File: src/rtl/xif_coproc_mac_pkg.sv
// Shared types and constants for the XIF multiply-accumulate coprocessor.
// Latency: n/a (package only).
// Backpressure: n/a (package only).
package xif_coproc_mac_pkg;

    // Custom-0 major opcode claimed by default.
    localparam logic [6:0] OPCODE_DEF = 7'h0B;

    localparam logic [2:0] FUNCT3_MAC = 3'd0;
    localparam logic [2:0] FUNCT3_CLR = 3'd1;
    localparam logic [2:0] FUNCT3_RD  = 3'd2;

    typedef enum logic [1:0] {
        OP_MAC,
        OP_CLR,
        OP_RD
    } op_e;

    typedef enum logic [1:0] {
        IDLE,
        WAIT_COMMIT,
        EXEC,
        RESULT
    } state_e;

    // Everything kept from the issue handshake until the result retires.
    typedef struct packed {
        op_e         op;
        logic [4:0]  rd;
        logic [31:0] rs1;
        logic [31:0] rs2;
    } instr_t;

    localparam logic signed [63:0] SAT_MAX64 = 64'sh0000_0000_7FFF_FFFF;
    localparam logic signed [63:0] SAT_MIN64 = 64'shFFFF_FFFF_8000_0000;

    // Clamp a 64-bit signed value into the signed 32-bit range.
    function automatic logic [31:0] sat32(input logic signed [63:0] v);
        if (v > SAT_MAX64) begin
            return 32'h7FFF_FFFF;
        end else if (v < SAT_MIN64) begin
            return 32'h8000_0000;
        end else begin
            return v[31:0];
        end
    endfunction

endpackage

File: src/rtl/xif_coproc_mac_unit.sv
// Signed multiply-add datapath: rs1*rs2 pipelined, then added to the accumulator.
// Latency: product reaches the adder MUL_LAT-1 cycles after operands are presented; add is combinational.
// Backpressure: none; free-running pipeline, the owner samples mac_o when its counter expires.
// Ports: clk_i/rst_i; rs1_i, rs2_i operands (held stable by the owner); acc_i current accumulator;
//        mac_o = acc_i + product. XIF_COPROC_SAT_EN selects saturating product and add.
module xif_coproc_mac_unit
    import xif_coproc_mac_pkg::*;
#(
    parameter int MUL_LAT = 2
) (
    input  logic        clk_i,
    input  logic        rst_i,
    input  logic [31:0] rs1_i,
    input  logic [31:0] rs2_i,
    input  logic [31:0] acc_i,
    output logic [31:0] mac_o
);

    logic signed [63:0] rs1_ext;
    logic signed [63:0] rs2_ext;
    logic signed [63:0] prod_s;
    logic        [31:0] prod_narrow;
    logic        [31:0] prod_late;
    logic               unused_prod_hi;

    assign rs1_ext = {{32{rs1_i[31]}}, rs1_i};
    assign rs2_ext = {{32{rs2_i[31]}}, rs2_i};
    assign prod_s  = rs1_ext * rs2_ext;

    // Only the low word matters in wrap mode; in saturating mode sat32 reads all of it.
    assign unused_prod_hi = ^prod_s[63:32];

`ifdef XIF_COPROC_SAT_EN
    assign prod_narrow = sat32(prod_s);
`else
    assign prod_narrow = prod_s[31:0];
`endif

    // The FSM holds operands stable from the issue handshake onward, so a plain
    // delay line of MUL_LAT-1 registers is enough to line the product up with
    // the last EXEC cycle.
    generate
        if (MUL_LAT > 1) begin : g_pipe
            logic [31:0] stage_q [MUL_LAT-1];

            always_ff @(posedge clk_i) begin
                if (rst_i) begin
                    for (int k = 0; k < MUL_LAT - 1; k++) begin
                        stage_q[k] <= '0;
                    end
                end else begin
                    stage_q[0] <= prod_narrow;
                    for (int k = 1; k < MUL_LAT - 1; k++) begin
                        stage_q[k] <= stage_q[k-1];
                    end
                end
            end

            assign prod_late = stage_q[MUL_LAT-2];
        end else begin : g_nopipe
            assign prod_late = prod_narrow;
        end
    endgenerate

`ifdef XIF_COPROC_SAT_EN
    logic [32:0] sum_wide;

    // Overflow shows up as a disagreement between the sign bit and the guard bit.
    always_comb begin
        sum_wide = {acc_i[31], acc_i} + {prod_late[31], prod_late};
        if (sum_wide[32] != sum_wide[31]) begin
            mac_o = sum_wide[32] ? 32'h8000_0000 : 32'h7FFF_FFFF;
        end else begin
            mac_o = sum_wide[31:0];
        end
    end
`else
    assign mac_o = acc_i + prod_late;
`endif

endmodule

File: src/rtl/xif_coproc_mac.sv
// CORE-V-XIF coprocessor responder: signed MAC into one 32-bit accumulator, one instruction in flight.
// Latency: first result_valid_o MUL_LAT+1 cycles after the non-killed commit cycle.
// Backpressure: issue_ready_o only in IDLE (MAC also needs both operands valid); result held until result_ready_i.
// Ports: clk_i/rst_i (sync, active-high); issue_* request/response; commit_* commit/kill;
//        result_* writeback channel. Optional build macro XIF_COPROC_SAT_EN enables saturating MAC.
module xif_coproc_mac
    import xif_coproc_mac_pkg::*;
#(
    parameter int         ID_W    = 4,
    parameter int         MUL_LAT = 2,
    parameter logic [6:0] OPCODE  = OPCODE_DEF
) (
    input  logic                 clk_i,
    input  logic                 rst_i,
    input  logic                 issue_valid_i,
    output logic                 issue_ready_o,
    input  logic [31:0]          issue_instr_i,
    input  logic [ID_W-1:0]      issue_id_i,
    input  logic [1:0][31:0]     issue_rs_i,
    input  logic [1:0]           issue_rs_valid_i,
    output logic                 issue_accept_o,
    output logic                 issue_writeback_o,
    input  logic                 commit_valid_i,
    input  logic [ID_W-1:0]      commit_id_i,
    input  logic                 commit_kill_i,
    output logic                 result_valid_o,
    input  logic                 result_ready_i,
    output logic [ID_W-1:0]      result_id_o,
    output logic [31:0]          result_data_o,
    output logic [4:0]           result_rd_o,
    output logic                 result_we_o
);

    localparam int         CNT_W    = 2;
    localparam logic [1:0] CNT_INIT = CNT_W'(MUL_LAT - 1);

    state_e          state_q, state_d;
    instr_t          instr_q, instr_d;
    logic [ID_W-1:0] id_q, id_d;
    logic [1:0]      cnt_q, cnt_d;
    logic [31:0]     acc_q, acc_d;
    logic [31:0]     res_q, res_d;

    logic            dec_hit;
    op_e             dec_op;
    logic [4:0]      dec_rd;
    logic [31:0]     mac_sum;
    logic            unused_instr;

    assign dec_rd       = issue_instr_i[11:7];
    assign unused_instr = ^issue_instr_i[31:15];

    always_comb begin
        dec_hit = 1'b0;
        dec_op  = OP_MAC;
        if (issue_instr_i[6:0] == OPCODE) begin
            case (issue_instr_i[14:12])
                FUNCT3_MAC: begin dec_hit = 1'b1; dec_op = OP_MAC; end
                FUNCT3_CLR: begin dec_hit = 1'b1; dec_op = OP_CLR; end
                FUNCT3_RD:  begin dec_hit = 1'b1; dec_op = OP_RD;  end
                default:    begin dec_hit = 1'b0; dec_op = OP_MAC; end
            endcase
        end
    end

    xif_coproc_mac_unit #(
        .MUL_LAT (MUL_LAT)
    ) u_unit (
        .clk_i (clk_i),
        .rst_i (rst_i),
        .rs1_i (instr_q.rs1),
        .rs2_i (instr_q.rs2),
        .acc_i (acc_q),
        .mac_o (mac_sum)
    );

    always_ff @(posedge clk_i) begin
        if (rst_i) begin
            state_q <= IDLE;
            instr_q <= '0;
            id_q    <= '0;
            cnt_q   <= '0;
            acc_q   <= '0;
            res_q   <= '0;
        end else begin
            state_q <= state_d;
            instr_q <= instr_d;
            id_q    <= id_d;
            cnt_q   <= cnt_d;
            acc_q   <= acc_d;
            res_q   <= res_d;
        end
    end

    // All outputs are forced low while rst_i is asserted.
    always_comb begin
        state_d           = state_q;
        instr_d           = instr_q;
        id_d              = id_q;
        cnt_d             = cnt_q;
        acc_d             = acc_q;
        res_d             = res_q;
        issue_ready_o     = 1'b0;
        issue_accept_o    = 1'b0;
        issue_writeback_o = 1'b0;
        result_valid_o    = 1'b0;
        result_id_o       = '0;
        result_data_o     = '0;
        result_rd_o       = '0;
        result_we_o       = 1'b0;

        if (!rst_i) begin
            issue_accept_o    = dec_hit;
            issue_writeback_o = dec_hit && (dec_rd != 5'd0);
        end

        case (state_q)
            IDLE: begin
                issue_ready_o = !rst_i &&
                                (!(dec_hit && dec_op == OP_MAC) || (&issue_rs_valid_i));
                // A rejected instruction still handshakes but leaves us in IDLE.
                if (issue_valid_i && issue_ready_o && dec_hit) begin
                    state_d       = WAIT_COMMIT;
                    instr_d.op    = dec_op;
                    instr_d.rd    = dec_rd;
                    instr_d.rs1   = issue_rs_i[0];
                    instr_d.rs2   = issue_rs_i[1];
                    id_d          = issue_id_i;
                end
            end
            WAIT_COMMIT: begin
                if (commit_valid_i && commit_id_i == id_q) begin
                    if (commit_kill_i) begin
                        state_d = IDLE;
                    end else begin
                        state_d = EXEC;
                        cnt_d   = CNT_INIT;
                    end
                end
            end
            EXEC: begin
                // CLR and RD also wait out the counter so every op has the same latency.
                if (cnt_q == 2'd0) begin
                    state_d = RESULT;
                    case (instr_q.op)
                        OP_MAC: begin
                            acc_d = mac_sum;
                            res_d = mac_sum;
                        end
                        OP_CLR: begin
                            acc_d = '0;
                            res_d = acc_q;
                        end
                        default: begin
                            res_d = acc_q;
                        end
                    endcase
                end else begin
                    cnt_d = cnt_q - 2'd1;
                end
            end
            RESULT: begin
                if (!rst_i) begin
                    result_valid_o = 1'b1;
                    result_id_o    = id_q;
                    result_data_o  = res_q;
                    result_rd_o    = instr_q.rd;
                    result_we_o    = (instr_q.rd != 5'd0);
                end
                if (result_ready_i) begin
                    state_d = IDLE;
                end
            end
            default: begin
                state_d = IDLE;
            end
        endcase
    end

endmodule
File: config.mk
export PLATFORM = sky130hd
export DESIGN_NAME = xif_coproc_mac
export DESIGN_NICKNAME = d
export VERILOG_FILES = /design/src/rtl/xif_coproc_mac_pkg.sv /design/src/rtl/xif_coproc_mac_unit.sv /design/src/rtl/xif_coproc_mac.sv
export SDC_FILE = /design/constraint.sdc
export NUM_CORES = 2
export LEC_CHECK = 0
export ABC_CLOCK_PERIOD_IN_PS = 7600
export CORE_UTILIZATION = 36
export DETAILED_ROUTE_END_ITERATION = 8
export PLACE_DENSITY_LB_ADDON = 0.15
export SLEW_MARGIN = 40
export SYNTH_ARGS = -nofsm -noshare
export SYNTH_HDL_FRONTEND = slang
export SYNTH_SLANG_ARGS = --single-unit
export TNS_END_PERCENT = 5
File: constraint.sdc
create_clock -name clk_i -period 7.6 [get_ports clk_i]
set_clock_uncertainty 0.15 [all_clocks]
set_input_delay 1.14 -clock clk_i [delete_from_list [all_inputs] [get_ports clk_i]]
set_output_delay 1.14 -clock clk_i [all_outputs]
set_load 0.005 [all_outputs]
Word level (Yosys, flattened, before mapping)
Memories as Yosys holds them, arrays and structs flattened.
Cells that the tools add are included.
Widths: inputs -> output; s select.
- bits in registers: 143
- bits in writable memories: 32
- input bits: 112
- output and inout port bits: 46
- word-level logic and storage cells: 86
- memories kept: 1
- add/subtract/negate cells: 2
- $mul: 1
- eq/ne operators: 14
- mux-type cells: 33
- reductions and logical operators: 26
- memory list (memory ; depth ; width ; rd ports ; clocked after memory_dff ; wr ports ; line ; text):
    u_unit.g_pipe.stage_q ; 1 ; 32 ; 1 ; 0 ; 1 ; xif_coproc_mac_unit.sv:44 ; logic [31:0] stage_q [MUL_LAT-1];
- operators with widths (cell ; count):
    $mux 32 ; 4
    $pmux 32 s2 ; 1
    $add 32x32->32 ; 1
    $mul 32x32->32 ; 1
    $reduce_or 32->1 ; 1
    $mux 2 ; 9
    $mux 1 ; 12
    $ne 2x2->1 const B ; 6
    $mux 5 ; 2
    $reduce_bool 5->1 ; 2
    $logic_not 2->1 ; 4
    $mux 4 ; 2
    $pmux 2 s2 ; 2
    $pmux 2 s4 ; 1
    $reduce_and 4->1 ; 2
    $eq 7x4->1 const B ; 1
    $logic_and 1x1->1 ; 6
    $reduce_and 2->1 ; 3
    $eq 2x1->1 const B ; 2
    $eq 2x2->1 const B ; 2
    $eq 4x4->1 ; 1
    $reduce_bool 2->1 ; 2
    $eq 3x1->1 const B ; 1
    $eq 3x2->1 const B ; 1
    6 further kinds ; 7

Longest topological paths before layout
- depth in word-level cells: 12
- depth in mapped cells: 27
- mapped depth without buffers: 25

Modules after synthesis
Synthesis repeated with hierarchy kept, for this count alone.
- cells, all modules: 2832
- area total of the unflattened synthesis: 24736.2 um^2
- modules (own cells, without submodules) (module ; times used ; cells an instance ; area an instance (um^2) ; seq. area each (um^2)):
    xif_coproc_mac_unit ; 1 ; 2095 ; 18686.7 ; 640.6
    xif_coproc_mac ; 1 ; 737 ; 6049.6 ; 2862.7

Worst setup path before layout
OpenSTA, ideal clock, no wires.
- path kind: register to register
- from: reg instr_q[5] (netlist bit)
- to: mem u_unit.g_pipe.stage_q[0][31]
- library setup time: 0.128 ns
- arrival: 6.575 ns
- data required time: 7.322 ns
- setup slack: 0.748 ns
- stages on the path, launching flop included: 26
- buffers on the path: 2
- period minus slack after synthesis: 6.852 ns
- cell sequence: dfxtp_1 clkbuf_1 clkbuf_1 and2_1 fa_1 fa_1 fa_1 inv_1 fa_1 inv_1 fa_1 inv_1 fa_1 inv_1 fa_1 fa_1 ha_1 a21oi_1 o211a_1 nor3_1 a221oi_1 a21oi_1 o41ai_2 a21oi_1 xnor2_1 nor2_1
- word-level cells in the longest chain between the ends: 2
- RTL lines (what ; line ; text):
    start: declaration ; xif_coproc_mac.sv:38 ; instr_t instr_q, instr_d;
    start signal: assignment ; xif_coproc_mac.sv:87 ; instr_q <= instr_d;
    $mul 32x32->32 ; xif_coproc_mac_unit.sv:28 ; assign prod_s = rs1_ext * rs2_ext;
    $mux 32 (no source line) ; n/a ;
    end: declaration ; xif_coproc_mac_unit.sv:44 ;
No other way between the ends.

Worst setup path after layout
- from: reg instr_q[45] (netlist bit)
- to: mem u_unit.g_pipe.stage_q[0][31]
Same word-level chain as after synthesis.

==> metrics.md <==
| Metric | Value |
|---|---|
| Status | `finished clean` |
| Post-synth EDFFs | `0` |
| Max Clk Rate | `about 140 MHz` |
| Die Y | `261 um` |
| CP startpoint kind | `flip-flop` |
| Multiplexer share of the synthesized area | `less than 1%` |
| Via count | `between 15,000 and 20,000` |
| Total power per unit cell area | `slightly above 70 mW/mm^2` |
| Most used DFF post-synth | `dfxtp_1` |
| Commonest non-fill, non-tap cells in the layout | `inv_1, nand2_1, fa_1` |
| Final hold viol count | `0` |
| # hold bufs at CTS | `0` |
| Largest net degree at the start of global routing | `85` |
| Initial Util | `a little over a third` |
| Synth Area in Adders | `a little over two fifths` |
| Initial antenna violation count | `0` |
| CP delay by family, top | `adder cells` |
| CTS H-tree depth | `4` |
| Antenna-violating nets left | `0` |
| Die X | `between 200 and 300 um` |
| Wire per inst | `approximately 18 um` |
| Commonest non-fill, non-tap cell in the layout | `inv_1` |
| Max IR drop VDD | `~0.00014 V` |
| Cell repeated most along the worst path | `fa_1` |
| Cells along the critical path | `buf_4 > and2_1 > fa_1 > fa_1 > inv_1 > fa_1 > fa_1 > inv_1 > fa_1 > inv_1 > fa_1 > inv_1 > fa_1 > fa_1 > ha_1 > a21oi_1 > o211a_1 > nor3_1 > a221oi_1 > a21oi_1 > o41ai_2 > a21oi_1 > xnor2_1 > nor2_1` |
| All-Layer GR Usage | `about a fifth` |
| Clock-pin slew on the worst setup and hold paths | `roughly 0.090 ns` |
| Slowest CP cell | `fa_1` |
| Layout area overhead | `14.0%` |
| CTS Sinks | `about 180` |
| Clock buffer count from CTS | `17` |
| Sequential Area | `about 0.0035 mm^2` |
| Area share of the largest cell type after synthesis | `about a third` |
| DR vias/cell | `between 4 and 5` |
| Hpwl dp | `~55 mm` |
| DRC viols | `0` |
| Post-Syn Area | `between 0.02 and 0.025 mm^2` |
| Core area | `between 0.06 and 0.07 mm^2` |
| DIE AREA | `between 0.06 and 0.07 mm^2` |
| Ant diodes | `0` |
| Asr flop ratio synth | `0%` |
| RSZ-0062 raised after global routing | `false` |
| Most area-consuming cells after synthesis | `fa_1, dfxtp_1, and2_1` |
| Worst min path class | `flip-flop to flip-flop` |
| First-pass GRT wire length | `109 mm` |
| Clk_lat worst skew | `between 0.4 and 0.5 ns` |
| Io pins | `~160` |
| WP data required | `~8 ns` |
| Root buf cell | `clkbuf_16` |
| Worst Tran Pin Value | `roughly 0.76 ns` |
| Port bufs | `140` |
| GP Congestion | `between 0.9 and 1` |
| Nets | `about 3,600` |
| Yosys reg bits | `175` |
| Final Critical Period | `approximately 7.3 ns` |
| Max Cap Violations | `0` |
| Clk buf depth | `2` |
| Slew HR | `49.1%` |
| Area of the multi-input gates | `around 0.018 mm^2` |
| Fillers | `around 6,600` |
| Leak pwr | `around 13 nW` |
| Mapped Cells | `between 2,000 and 3,000` |
| Max Slew Vio Count | `0` |
| CP Capture Type | `flip-flop` |
| TritonRoute pass-1 iters | `5` |
| Worst-path fanout max | `5` |
| Post-synthesis sequential area ratio | `approximately 14%` |
| Setup TNS | `0 ns` |
| Vias in the first global route | `roughly 20,000` |
| GRT Residual Overflow | `0` |
| Layout cells sized above 1 | `around 5.4%` |
| Synth Warn # | `0` |
| Final Core Density | `between 40% and 50%` |
| Largest stage delay, worst path | `between 0.5 and 0.6 ns` |
| Crit path DAT | `between 7 and 8 ns` |
| Netlist cell types | `71` |
| Final period util | `96.6%` |
| Post-synthesis xor/xnor area fraction | `under 10%` |
| CP bufs+invs | `5` |
| WL final | `67.2 mm` |
| Crit Path Category | `flip-flop to flip-flop` |
| Post-Syn Nets | `3,501` |
| Compound-Gate Fraction of Synth Area | `under 10%` |
| Initial drt markers | `943` |
| TritonCTS clock tree | `built` |
| Fraction of the mapped netlist area in simple logic gates | `roughly a fifth` |
| Setup bufs post-CTS | `0` |
| Avg Cell Area, Syn | `between 8 and 9 um^2` |
| Row cnt | `94` |
| Main combinational cell family by area after synthesis | `adder cells` |
| Leading area contributor after synthesis | `fa_1` |
| Total setup violations reported at the end of the flow | `0` |
flip-flops by register name (all words and copies together) (netlist names), named ones only:
register / count
id_q: 4
u_unit.g_pipe.stage_q: 32
res_q: 32
state_q: 1
cnt_q: 2
instr_q: 71
acc_q: 32
synth_stat cells (5+ instances only):
library cell,number
and2_1,373
dfxtp_1,175
o21ai_0,35
o21bai_1,7
inv_1,450
clkbuf_1,143
nand2b_1,6
nor2_1,93
a22o_1,6
a2111oi_0,5
nor3_1,16
fa_1,409
xor2_1,34
a31oi_1,16
a22oi_1,10
nand2_1,421
buf_2,9
a311oi_1,6
xnor2_1,82
nand4_1,8
nand3_1,21
o21a_1,10
a21oi_1,139
and3_1,15
nor2b_1,13
nor3b_1,5
o2bb2ai_1,5
a21o_1,24
a211oi_1,15
ha_1,182
worst paths after layout:
path | startpoint | to | cells past startpoint | slack [ns]
worst max-delay path | instr_q[45]$_SDFFE_PP0P_ | u_unit.g_pipe.stage_q[0][31]$_SDFF_PP0_ | 24 | 0.26
worst min-delay path | res_q[2]$_SDFFE_PP0P_ | res_q[2]$_SDFFE_PP0P_ | 2 | 0.31
worst max register to register | instr_q[45]$_SDFFE_PP0P_ | u_unit.g_pipe.stage_q[0][31]$_SDFF_PP0_ | 24 | 0.26
worst min register to register | res_q[2]$_SDFFE_PP0P_ | res_q[2]$_SDFFE_PP0P_ | 2 | 0.31
worst min-delay path: cells and delay by family, from the launching register on:
family | cells | cell delay, ns
simple gates | 1 | 0.05
flops | 1 | 0.32
compound gates | 1 | 0.05
stage by stage:
step	instance area [um^2]	hold WS [ns]	total power, mW	std cells	setup slack, ns
floorplan	24200	0.277	0.955	2798	0.748
global placement	27000	0.296	1.01	3750	0.253
global route	27600	0.334	2.03	3782	0.00932
detailed placement	27000	0.301	1.01	3750	0.175
finish	27600	0.307	1.96	3782	0.260
CTS	27600	0.315	1.99	3782	0.137
layout make-up:
type | count | share of cell area [%]
Multi-Input combinational cell | 2017 | 66.8
Clock buffer | 17 | 1.54
Clock inverter | 15 | 0.738
Inverter | 450 | 6.11
Sequential cell | 175 | 12.7
Timing Repair Buffer | 244 | 8.14
Tap cell | 864 | 3.91
layer usage:
layer	up-vias	share of wire (%)	global-route usage, %
li1	8782	-	-
met1	9166	48	29.3
met2	426	46	33.2
met3	56	5.1	2.24
met4	0	1.5	5.07
met5	-	0	0
repair_timing:
action / 4_1_cts / 5_1_grt
resized for setup: 0 / 10
endpoints found under the hold margin: 0 / 0
endpoints found under the setup margin: 0 / 4
cells by family (layout without fill, tap and decap cells):
group                    after synthesis  count (layout)
AO/OA/AOI/OAI                        313             313
XOR/XNOR                             116             116
adder cells (fa/ha/maj)              591             591
buffers and inverters                606             726
flip-flops                           175             175
multiplexers                           2               2
AND/OR/NAND/NOR                      995             995
report_power, final:
part	switching (mW)	internal, mW	total, mW	leakage, nW
sequential	0.000494	0.916	0.917	1.41
clock	0.519	0.455	0.974	0.302
combinational	0.0278	0.0461	0.0740	11.2
Note: power is estimated with default switching activity, not from simulation.
